## src/rtl/if_fetch_unit_if.sv

```systemverilog
// Bus bundle between the instruction-fetch stage and its environment.
// Optional member o_fetch_count exists only when FETCH_COUNT_EN is defined.
interface if_fetch_unit_if #(
    parameter int unsigned NB_PC     = 32,
    parameter int unsigned NB_INSTR  = 32,
    parameter int unsigned NB_OPCODE = 6,
    parameter int unsigned NB_ADDR   = 6
);
    logic                 i_load_we;
    logic [NB_ADDR-1:0]   i_load_addr;
    logic [NB_INSTR-1:0]  i_load_data;
    logic                 i_start;
    logic                 i_stall;
    logic                 i_flush;
    logic                 i_branch_taken;
    logic [NB_PC-1:0]     i_branch_target;
    logic [NB_INSTR-1:0]  o_instruction;
    logic [NB_OPCODE-1:0] o_opcode;
    logic [NB_PC-1:0]     o_pc_plus4;
    logic [NB_PC-1:0]     o_pc;
    logic                 o_valid;
    logic                 o_halted;
`ifdef FETCH_COUNT_EN
    logic [31:0]          o_fetch_count;
`endif

    // Environment side: drives loads/control, observes the IF/ID register.
    modport master (
        output i_load_we, i_load_addr, i_load_data, i_start, i_stall,
        output i_flush, i_branch_taken, i_branch_target,
        input  o_instruction, o_opcode, o_pc_plus4, o_pc, o_valid, o_halted
`ifdef FETCH_COUNT_EN
        , input o_fetch_count
`endif
    );

    // Fetch-stage side.
    modport slave (
        input  i_load_we, i_load_addr, i_load_data, i_start, i_stall,
        input  i_flush, i_branch_taken, i_branch_target,
        output o_instruction, o_opcode, o_pc_plus4, o_pc, o_valid, o_halted
`ifdef FETCH_COUNT_EN
        , output o_fetch_count
`endif
    );
endinterface

```

## src/rtl/if_fetch_unit.sv

```systemverilog
// Instruction-fetch stage: PC, load-port instruction memory, IF/ID register
// and a run/halt FSM. Define FETCH_COUNT_EN to add a saturating count of
// valid fetches on o_fetch_count.
module if_fetch_unit #(
    parameter int unsigned         NB_PC     = 32,
    parameter int unsigned         NB_INSTR  = 32,
    parameter int unsigned         NB_OPCODE = 6,
    parameter int unsigned         NB_ADDR   = 6,
    parameter logic [NB_INSTR-1:0] HALT_WORD = '1
) (
    input  logic                i_clock,
    input  logic                i_reset,
    if_fetch_unit_if.slave      bus
);
    localparam int unsigned MEM_DEPTH = 2 ** NB_ADDR;

    typedef enum logic [1:0] {
        ST_IDLE = 2'd0,
        ST_RUN  = 2'd1,
        ST_HALT = 2'd2
    } state_t;

    state_t              state_q, state_n;
    logic [NB_PC-1:0]    pc_q, pc_n;
    logic [NB_INSTR-1:0] instr_q, instr_n;
    logic [NB_PC-1:0]    pc_plus4_q, pc_plus4_n;
    logic                valid_q, valid_n;
    logic                fetch_c;

    logic [NB_INSTR-1:0] mem [MEM_DEPTH];
    logic [NB_INSTR-1:0] mem_rd_c;
    logic [NB_PC-1:0]    pc_inc_c;

    assign mem_rd_c = mem[pc_q[NB_ADDR+1:2]];
    assign pc_inc_c = pc_q + NB_PC'(4);

    // Load-port writes, accepted only while not running; never reset.
    always_ff @(posedge i_clock) begin
        if (bus.i_load_we && (state_q != ST_RUN)) begin
            mem[bus.i_load_addr] <= bus.i_load_data;
        end
    end

    // FSM state register.
    always_ff @(posedge i_clock) begin
        if (i_reset) begin
            state_q <= ST_IDLE;
        end else begin
            state_q <= state_n;
        end
    end

    // Next state and next PC / IF/ID contents, by priority branch > flush > stall.
    always_comb begin
        state_n    = state_q;
        pc_n       = pc_q;
        instr_n    = instr_q;
        pc_plus4_n = pc_plus4_q;
        valid_n    = valid_q;
        fetch_c    = 1'b0;
        unique case (state_q)
            ST_IDLE: begin
                pc_n       = '0;
                instr_n    = '0;
                pc_plus4_n = '0;
                valid_n    = 1'b0;
                if (bus.i_start) begin
                    state_n = ST_RUN;
                end
            end
            ST_RUN: begin
                if (bus.i_branch_taken) begin
                    pc_n       = bus.i_branch_target & ~NB_PC'(3);
                    instr_n    = '0;
                    pc_plus4_n = '0;
                    valid_n    = 1'b0;
                end else if (bus.i_flush) begin
                    instr_n    = '0;
                    pc_plus4_n = '0;
                    valid_n    = 1'b0;
                end else if (!bus.i_stall) begin
                    fetch_c    = 1'b1;
                    instr_n    = mem_rd_c;
                    pc_plus4_n = pc_inc_c;
                    valid_n    = 1'b1;
                    pc_n       = pc_inc_c;
                    if (mem_rd_c == HALT_WORD) begin
                        state_n = ST_HALT;
                    end
                end
            end
            ST_HALT: begin
                instr_n    = '0;
                pc_plus4_n = '0;
                valid_n    = 1'b0;
            end
            default: begin
                state_n = ST_IDLE;
            end
        endcase
    end

    // PC and IF/ID pipeline register.
    always_ff @(posedge i_clock) begin
        if (i_reset) begin
            pc_q       <= '0;
            instr_q    <= '0;
            pc_plus4_q <= '0;
            valid_q    <= 1'b0;
        end else begin
            pc_q       <= pc_n;
            instr_q    <= instr_n;
            pc_plus4_q <= pc_plus4_n;
            valid_q    <= valid_n;
        end
    end

`ifdef FETCH_COUNT_EN
    logic [31:0] fetch_count_q;

    // Saturating count of edges that load a valid instruction into IF/ID.
    always_ff @(posedge i_clock) begin
        if (i_reset) begin
            fetch_count_q <= '0;
        end else if (fetch_c && (fetch_count_q != '1)) begin
            fetch_count_q <= fetch_count_q + 32'd1;
        end
    end

    assign bus.o_fetch_count = fetch_count_q;
`endif

    assign bus.o_instruction = instr_q;
    assign bus.o_opcode      = instr_q[NB_INSTR-1 -: NB_OPCODE];
    assign bus.o_pc_plus4    = pc_plus4_q;
    assign bus.o_pc          = pc_q;
    assign bus.o_valid       = valid_q;
    assign bus.o_halted      = (state_q == ST_HALT);
endmodule

```

## src/flat_wrapper.sv

```systemverilog
// flat-port wrapper written by rule: the top's interface ports become plain ports
module if_fetch_unit_flat 
#(
    parameter int unsigned         NB_PC     = 32,
    parameter int unsigned         NB_INSTR  = 32,
    parameter int unsigned         NB_OPCODE = 6,
    parameter int unsigned         NB_ADDR   = 6,
    parameter logic [NB_INSTR-1:0] HALT_WORD = '1
)
  (i_clock, i_reset, bus_i_load_we, bus_i_load_addr, bus_i_load_data, bus_i_start, bus_i_stall, bus_i_flush, bus_i_branch_taken, bus_i_branch_target, bus_o_instruction, bus_o_opcode, bus_o_pc_plus4, bus_o_pc, bus_o_valid, bus_o_halted);
  if_fetch_unit_if #(.NB_PC(NB_PC), .NB_INSTR(NB_INSTR), .NB_OPCODE(NB_OPCODE), .NB_ADDR(NB_ADDR)) bus_i ();
  input  logic i_clock;
  input  logic i_reset;
  input wire logic [$bits(bus_i.i_load_we)-1:0] bus_i_load_we;
  input wire logic [$bits(bus_i.i_load_addr)-1:0] bus_i_load_addr;
  input wire logic [$bits(bus_i.i_load_data)-1:0] bus_i_load_data;
  input wire logic [$bits(bus_i.i_start)-1:0] bus_i_start;
  input wire logic [$bits(bus_i.i_stall)-1:0] bus_i_stall;
  input wire logic [$bits(bus_i.i_flush)-1:0] bus_i_flush;
  input wire logic [$bits(bus_i.i_branch_taken)-1:0] bus_i_branch_taken;
  input wire logic [$bits(bus_i.i_branch_target)-1:0] bus_i_branch_target;
  output wire logic [$bits(bus_i.o_instruction)-1:0] bus_o_instruction;
  output wire logic [$bits(bus_i.o_opcode)-1:0] bus_o_opcode;
  output wire logic [$bits(bus_i.o_pc_plus4)-1:0] bus_o_pc_plus4;
  output wire logic [$bits(bus_i.o_pc)-1:0] bus_o_pc;
  output wire logic [$bits(bus_i.o_valid)-1:0] bus_o_valid;
  output wire logic [$bits(bus_i.o_halted)-1:0] bus_o_halted;
  assign bus_i.i_load_we = bus_i_load_we;
  assign bus_i.i_load_addr = bus_i_load_addr;
  assign bus_i.i_load_data = bus_i_load_data;
  assign bus_i.i_start = bus_i_start;
  assign bus_i.i_stall = bus_i_stall;
  assign bus_i.i_flush = bus_i_flush;
  assign bus_i.i_branch_taken = bus_i_branch_taken;
  assign bus_i.i_branch_target = bus_i_branch_target;
  assign bus_o_instruction = bus_i.o_instruction;
  assign bus_o_opcode = bus_i.o_opcode;
  assign bus_o_pc_plus4 = bus_i.o_pc_plus4;
  assign bus_o_pc = bus_i.o_pc;
  assign bus_o_valid = bus_i.o_valid;
  assign bus_o_halted = bus_i.o_halted;
  if_fetch_unit #(.NB_PC(NB_PC), .NB_INSTR(NB_INSTR), .NB_OPCODE(NB_OPCODE), .NB_ADDR(NB_ADDR), .HALT_WORD(HALT_WORD)) u_core (.i_clock(i_clock), .i_reset(i_reset), .bus(bus_i));
endmodule
```

## config.mk

```make
export PLATFORM = sky130hd
export DESIGN_NAME = if_fetch_unit_flat
export DESIGN_NICKNAME = d
export VERILOG_FILES = /design/src/rtl/if_fetch_unit_if.sv /design/src/rtl/if_fetch_unit.sv /design/src/flat_wrapper.sv
export SDC_FILE = /design/constraint.sdc
export NUM_CORES = 2
export LEC_CHECK = 0
export ABC_AREA = 0
export BUFFER_PORTS_ARGS = -buffer_cell sky130_fd_sc_hd__buf_2
export CAP_MARGIN = 30
export CORE_MARGIN = 2
export CORE_UTILIZATION = 55
export DETAILED_ROUTE_END_ITERATION = 6
export GPL_TIMING_DRIVEN = 1
export PLACE_DENSITY = 0.8
export SYNTH_ARGS = -nofsm -noshare
export SYNTH_HDL_FRONTEND = slang
export SYNTH_SLANG_ARGS = --single-unit
```

## constraint.sdc

```tcl
create_clock -name i_clock -period 3.8 [get_ports i_clock]
set_clock_uncertainty 0.1 [all_clocks]
set_input_delay 0 -clock i_clock [delete_from_list [all_inputs] [get_ports i_clock]]
set_output_delay 0 -clock i_clock [all_outputs]
set_load 0.1 [all_outputs]
```

* Word level (Yosys, flattened, before mapping)
Memories as Yosys holds them, arrays and structs flattened. A register that Yosys moved wholly into a read port is not among the register bits.
Index checks and enable logic that the tools add are counted.
** Word-level totals
- Register bits after elaboration :: 99
- Memory bits (writable) :: 2048
- Input port bits :: 77
- Word-level logic and storage cells :: 53
- Memories kept :: 1
** Cells by class
- $add $sub $neg :: 1
- Eq/ne operators :: 12
- Multiplexer cells :: 25
- Bitwise gates (word level) :: 1
- Reduce and logical (&&, ||, !) cells :: 8
** Memories
- u_core.mem :: words 64, width 32, read ports 1, clocked after Yosys merged registers in 1, write ports 1, RTL line if_fetch_unit.sv:30 : logic [NB_INSTR-1:0] mem [MEM_DEPTH];
** Operators by type and width (number)
- two-way mux 32 bit :: 8
- one-hot mux 32 bit (2 select lines) :: 3
- adder 32 x 3 -> 32 bit (second input constant) :: 1
- equality test 32 bit (second input constant) :: 1
- two-way mux 6 bit :: 2
- two-way mux 2 bit :: 5
- inequality test 2 bit (second input constant) :: 4
- inequality test 3 bit (second input constant) :: 2
- one-hot mux 2 bit (3 select lines) :: 1
- AND reduction 6 bit :: 1
- two-way mux 1 bit :: 5
- inequality test 2 x 1 -> 1 bit (second input constant) :: 2
- inequality test 4 bit (second input constant) :: 1
- nonzero test 2 bit :: 2
- AND reduction 3 bit :: 1
- equality test 2 x 1 -> 1 bit (second input constant) :: 1
- equality test 2 bit (second input constant) :: 1
- zero test 2 bit :: 1
- one-hot mux 1 bit (2 select lines) :: 1
- AND reduction 2 bit :: 1
- OR reduction 2 bit :: 1
- logical AND 1 bit :: 1
- inverter 1 bit :: 1

* Depth between registers and ports, before layout
- Depth in word-level cells :: 7
- Depth in mapped cells :: 16
- Depth with buffers taken out :: 10

* Worst setup path after synthesis
Ideal clock, no wire load.
- Path kind :: register to register
- Start :: register u_core.pc_q[2], in the netlist u_core.bus.o_pc[2]
- End :: register u_core.pc_q[24], in the netlist u_core.bus.o_pc[24]
- Setup time :: 128 ps
- Data arrival time :: 3368 ps
- Data required time :: 3572 ps
- Setup slack :: 204 ps
- Stages on the path, launching flop included :: 11
- Path buffers :: 0
- Path through :: dfxtp_1 ha_1 nand3_1 nor3_1 nand3_1 or2_2 nor2_1 xor2_1 mux2_2 a22oi_1 nor2_1
** On the way
- Word-level cells in the longest chain between the ends :: 5
** RTL lines
- start, declared :: RTL line if_fetch_unit.sv:24 : logic [NB_PC-1:0] pc_q, pc_n;
- start signal, assigned :: RTL line if_fetch_unit.sv:111 : pc_q <= pc_n;
- adder 32 x 3 -> 32 bit :: RTL line if_fetch_unit.sv:35 : assign pc_inc_c = pc_q + NB_PC'(4);
- two-way mux 32 bit :: RTL line if_fetch_unit.sv:81 : end else if (!bus.i_stall) begin
- two-way mux 32 bit :: RTL line if_fetch_unit.sv:77 : end else if (bus.i_flush) begin
- two-way mux 32 bit :: RTL line if_fetch_unit.sv:72 : if (bus.i_branch_taken) begin
- one-hot mux 32 bit (2 select lines) :: RTL line if_fetch_unit.sv:61 : unique case (state_q)
No other way between the ends. The select of a mux whose other input is x is not followed.
A chain may end at the register's enable or synchronous reset.

==> results.ini <==
[status]
status=complete, but fails checks
violations=design-rule violations, negative hold slack, negative setup slack

[grt]
grt_pass1_wl_um=362700
grt_max_degree=97
track_usage_pct=33.32
grt_antenna_before_repair=17
overflow=0
grt_pass1_vias=48439

[clock_network]
clk_pin_slew_worst_paths_ps=70
clkLatencyLatePin_ps=850
clockBufferDepth=3
cts_num_sinks=2150
cts_max_level=4
cts_tree=done
numCtsBuffers=197
root_buffer=clkbuf_16

[sta]
relSlewSlack_pct=27.32
slew_violations=0
period_needed_ps=3913
hold_violations=16
final.setup.worst_slack_ps=-113.0
rsz0062_at_grt=true
finalSetupTns_ps=-215.7
finalCritPeriodShare_pct=103.0
hold_ws_ps=-57.33
setup_viol=2
tightest_slew_ps=1090
max_freq_mhz=255.6

[pwr]
net-switching-power_w=0.01025
clock_power_share_pct=41.0
max-vdd-ir-drop_uv=515.7
powerDensity_nw_per_um2=485.1
p_comb_share_pct=4.4
swShare_pct=21.47
p_leak_nw=31.40
internal_power_w=0.03748
power_frac_seq_pct=54.6

[setup_path]
cp-end-kind=register
path_max_fanout=8
crit_arrival_ps=4550
worstPathRequired_ps=4440
critical_path.n_buffers_inverters=4
cp_slowest_cell=mux4_1
cp_slowest_stage_delay_ps=610
startpoint_type=register
reg2reg_slack_ps=-110
critical-path-top-delay-family=compound AO/OA/AOI/OAI gates
worst_path_most_repeated_cell=buf_4
worstSetupPathDepth=13
path_cells=buf_12 > buf_4 > buf_4 > mux4_1 > mux2i_2 > o22a_1 > o211ai_1 > a211oi_1 > buf_4 > nand4b_1 > or4_4 > nor4_2 > a2111oi_2
r2r_cells=13
crit_type=register to register

[job]
cap_violations=0

[die]
die_area_um2=155900
rows=143
die_y_um=394.9
coreArea_um2=151900
die_w_um=394.9
ios=181
initial_core_util_pct=55.31

[route]
wl_per_cell_um=38.86
detail_route.wirelength_um=270600
dr.pass1.iters=7
drc=15
ant_nets=0
vias=50268
drtIter0Drc=9667
via_per_inst=7.217

[logic_synthesis]
ys_ff_latch=2150
synth.top_cell.area_share_pct=73.20
synth_async_sr_flop_share_pct=0
synth_commonest_cells=edfxtp_1 (2048), mux4_2 (349), nor2_1 (210)
yosys.cell_types.count=89
synth_area_leaders=edfxtp_1 (73%), mux4_2 (9.4%), mux4_1 (3.0%)
avgSynthCellArea_um2=20.49
ys.warnings.count=0
synth_edf_count=2048
ys.flop_type=edfxtp_1
syn_inst=4100
ys_seq_area_share_pct=75.63
syn_area_um2=84020
yosysMostFrequentCell=edfxtp_1
yosysTopAreaCell=edfxtp_1

[cells_and_area]
drive_gt1_share_pct=27.74
syn2layout_area_growth_pct=17.11
fin_area_um2=98390
finalNetCount=4838
fillCellCount=9071

[placement]
placed_area_um2=89700
gp_congestion=0.9308
numPortBuffers=176
hpwl_um=146500

[worst_hold_path]
hold_class=primary input to register
hold_depth=2

## power by group through the flow
stage / clock (W) / combinational [W] / sequential [W]
after detailed placement: 0 / 0.00179 / 0.0266
final: 0.0196 / 0.00212 / 0.0260
after global routing: 0.0204 / 0.00216 / 0.0260
after global placement: 0 / 0.00171 / 0.0265
after CTS: 0.0195 / 0.00195 / 0.0260
after floorplan: 0 / 0.000821 / 0.0266
## area by class of cell
class                      count  area, µm²  share of cell area (%)
multi-input combinational   1696      19160                   19.47
antenna                       14      35.03                 0.03561
clock buffer                 258       5351                   5.439
tap                         2030       2540                   2.581
timing repair buffer         708       6834                   6.946
clock inverter               102      883.3                  0.8978
inverter                       7      26.28                 0.02670
sequential                  2150      63560                   64.60
## sequential cells by signal, summed over array words and instances (netlist names), named ones only
signal / cells
u_core.mem: 2048
u_core.bus.o_pc_plus4: 31
u_core.state_q: 2
u_core.bus.o_instruction: 32
u_core.bus.o_pc: 30
u_core.bus.o_valid: 1
## layout by cell type, fill, tap and decap left out, types with 13 or more instances in the layout
| cell | instances |
|---|---|
| nand2_1 | 158 |
| o21ai_0 | 38 |
| nor2_1 | 142 |
| nand4_1 | 16 |
| nand3_1 | 49 |
| o211ai_1 | 14 |
| a31oi_1 | 13 |
| buf_2 | 175 |
| clkinvlp_4 | 14 |
| nand2b_1 | 21 |
| a221oi_1 | 16 |
| clkinv_1 | 31 |
| edfxtp_1 | 2048 |
| o221ai_1 | 17 |
| mux2_2 | 20 |
| nor2_4 | 64 |
| a22oi_1 | 163 |
| nor2b_1 | 15 |
| mux2i_1 | 175 |
| diode_2 | 14 |
| o22ai_1 | 30 |
| mux4_2 | 351 |
| clkbuf_16 | 209 |
| xnor2_1 | 16 |
| clkbuf_1 | 45 |
| a21oi_1 | 84 |
| buf_4 | 265 |
| mux4_1 | 95 |
| buf_12 | 95 |
| clkinv_2 | 33 |
| dfxtp_1 | 95 |
| dlygate4sd3_1 | 148 |
## kinds of logic (layout without fill, tap and decap cells)
logic type	Yosys count	after routing	synth area share, %
flops	2150	2150	75.63
mux	642	642	14.75
other cells	1	16	0.004463
simple gates	564	564	3.089
fa+ha+maj	1	1	0.01489
buf+inv	255	1075	2.436
compound gates	459	459	3.784
xor+xnor	28	28	0.2919
## stage by stage
stage	setup slack [ps]	utilization, %	std cells	total power, W
2_1_floorplan	204.2	-	4101	0.02744
3_3_place_gp	-440.6	58.91	6399	0.02826
3_5_place_dp	-501.5	59.05	6409	0.02834
4_1_cts	7.227	64.25	6915	0.04747
5_1_grt	-30.61	64.75	6951	0.04857
6_report	-113.0	64.77	6965	0.04773
## layer usage
metal	track usage (%)	up-vias	part of all wire (%)
met1	41.41	24972	31
met5	0	-	0.039
met4	20.44	14	8.1
li1	-	18417	-
met2	51.45	5595	46
met3	10.47	1270	15
## what timing repair did
item / CTS / global route
cloned: 2 / 6
hold buffers: 142 / 6
setup buffers: 3 / 7
pin swaps: 1 / 3
hold endpoints to repair: 2314 / 22
setup endpoints to repair: 2 / 12
resized for setup: 31 / 33
## path summary, 6_finish.rpt
kind	startpoint	to
setup reg to reg	register	u_core.state_q[0]
setup / recovery	register	u_core.state_q[0]
hold reg to reg	u_core.bus.o_instruction[17]	u_core.bus.o_instruction[17]
hold / removal	bus_i_load_data[4]	u_core.mem[24][4]
(Power assumes the default switching activity.)
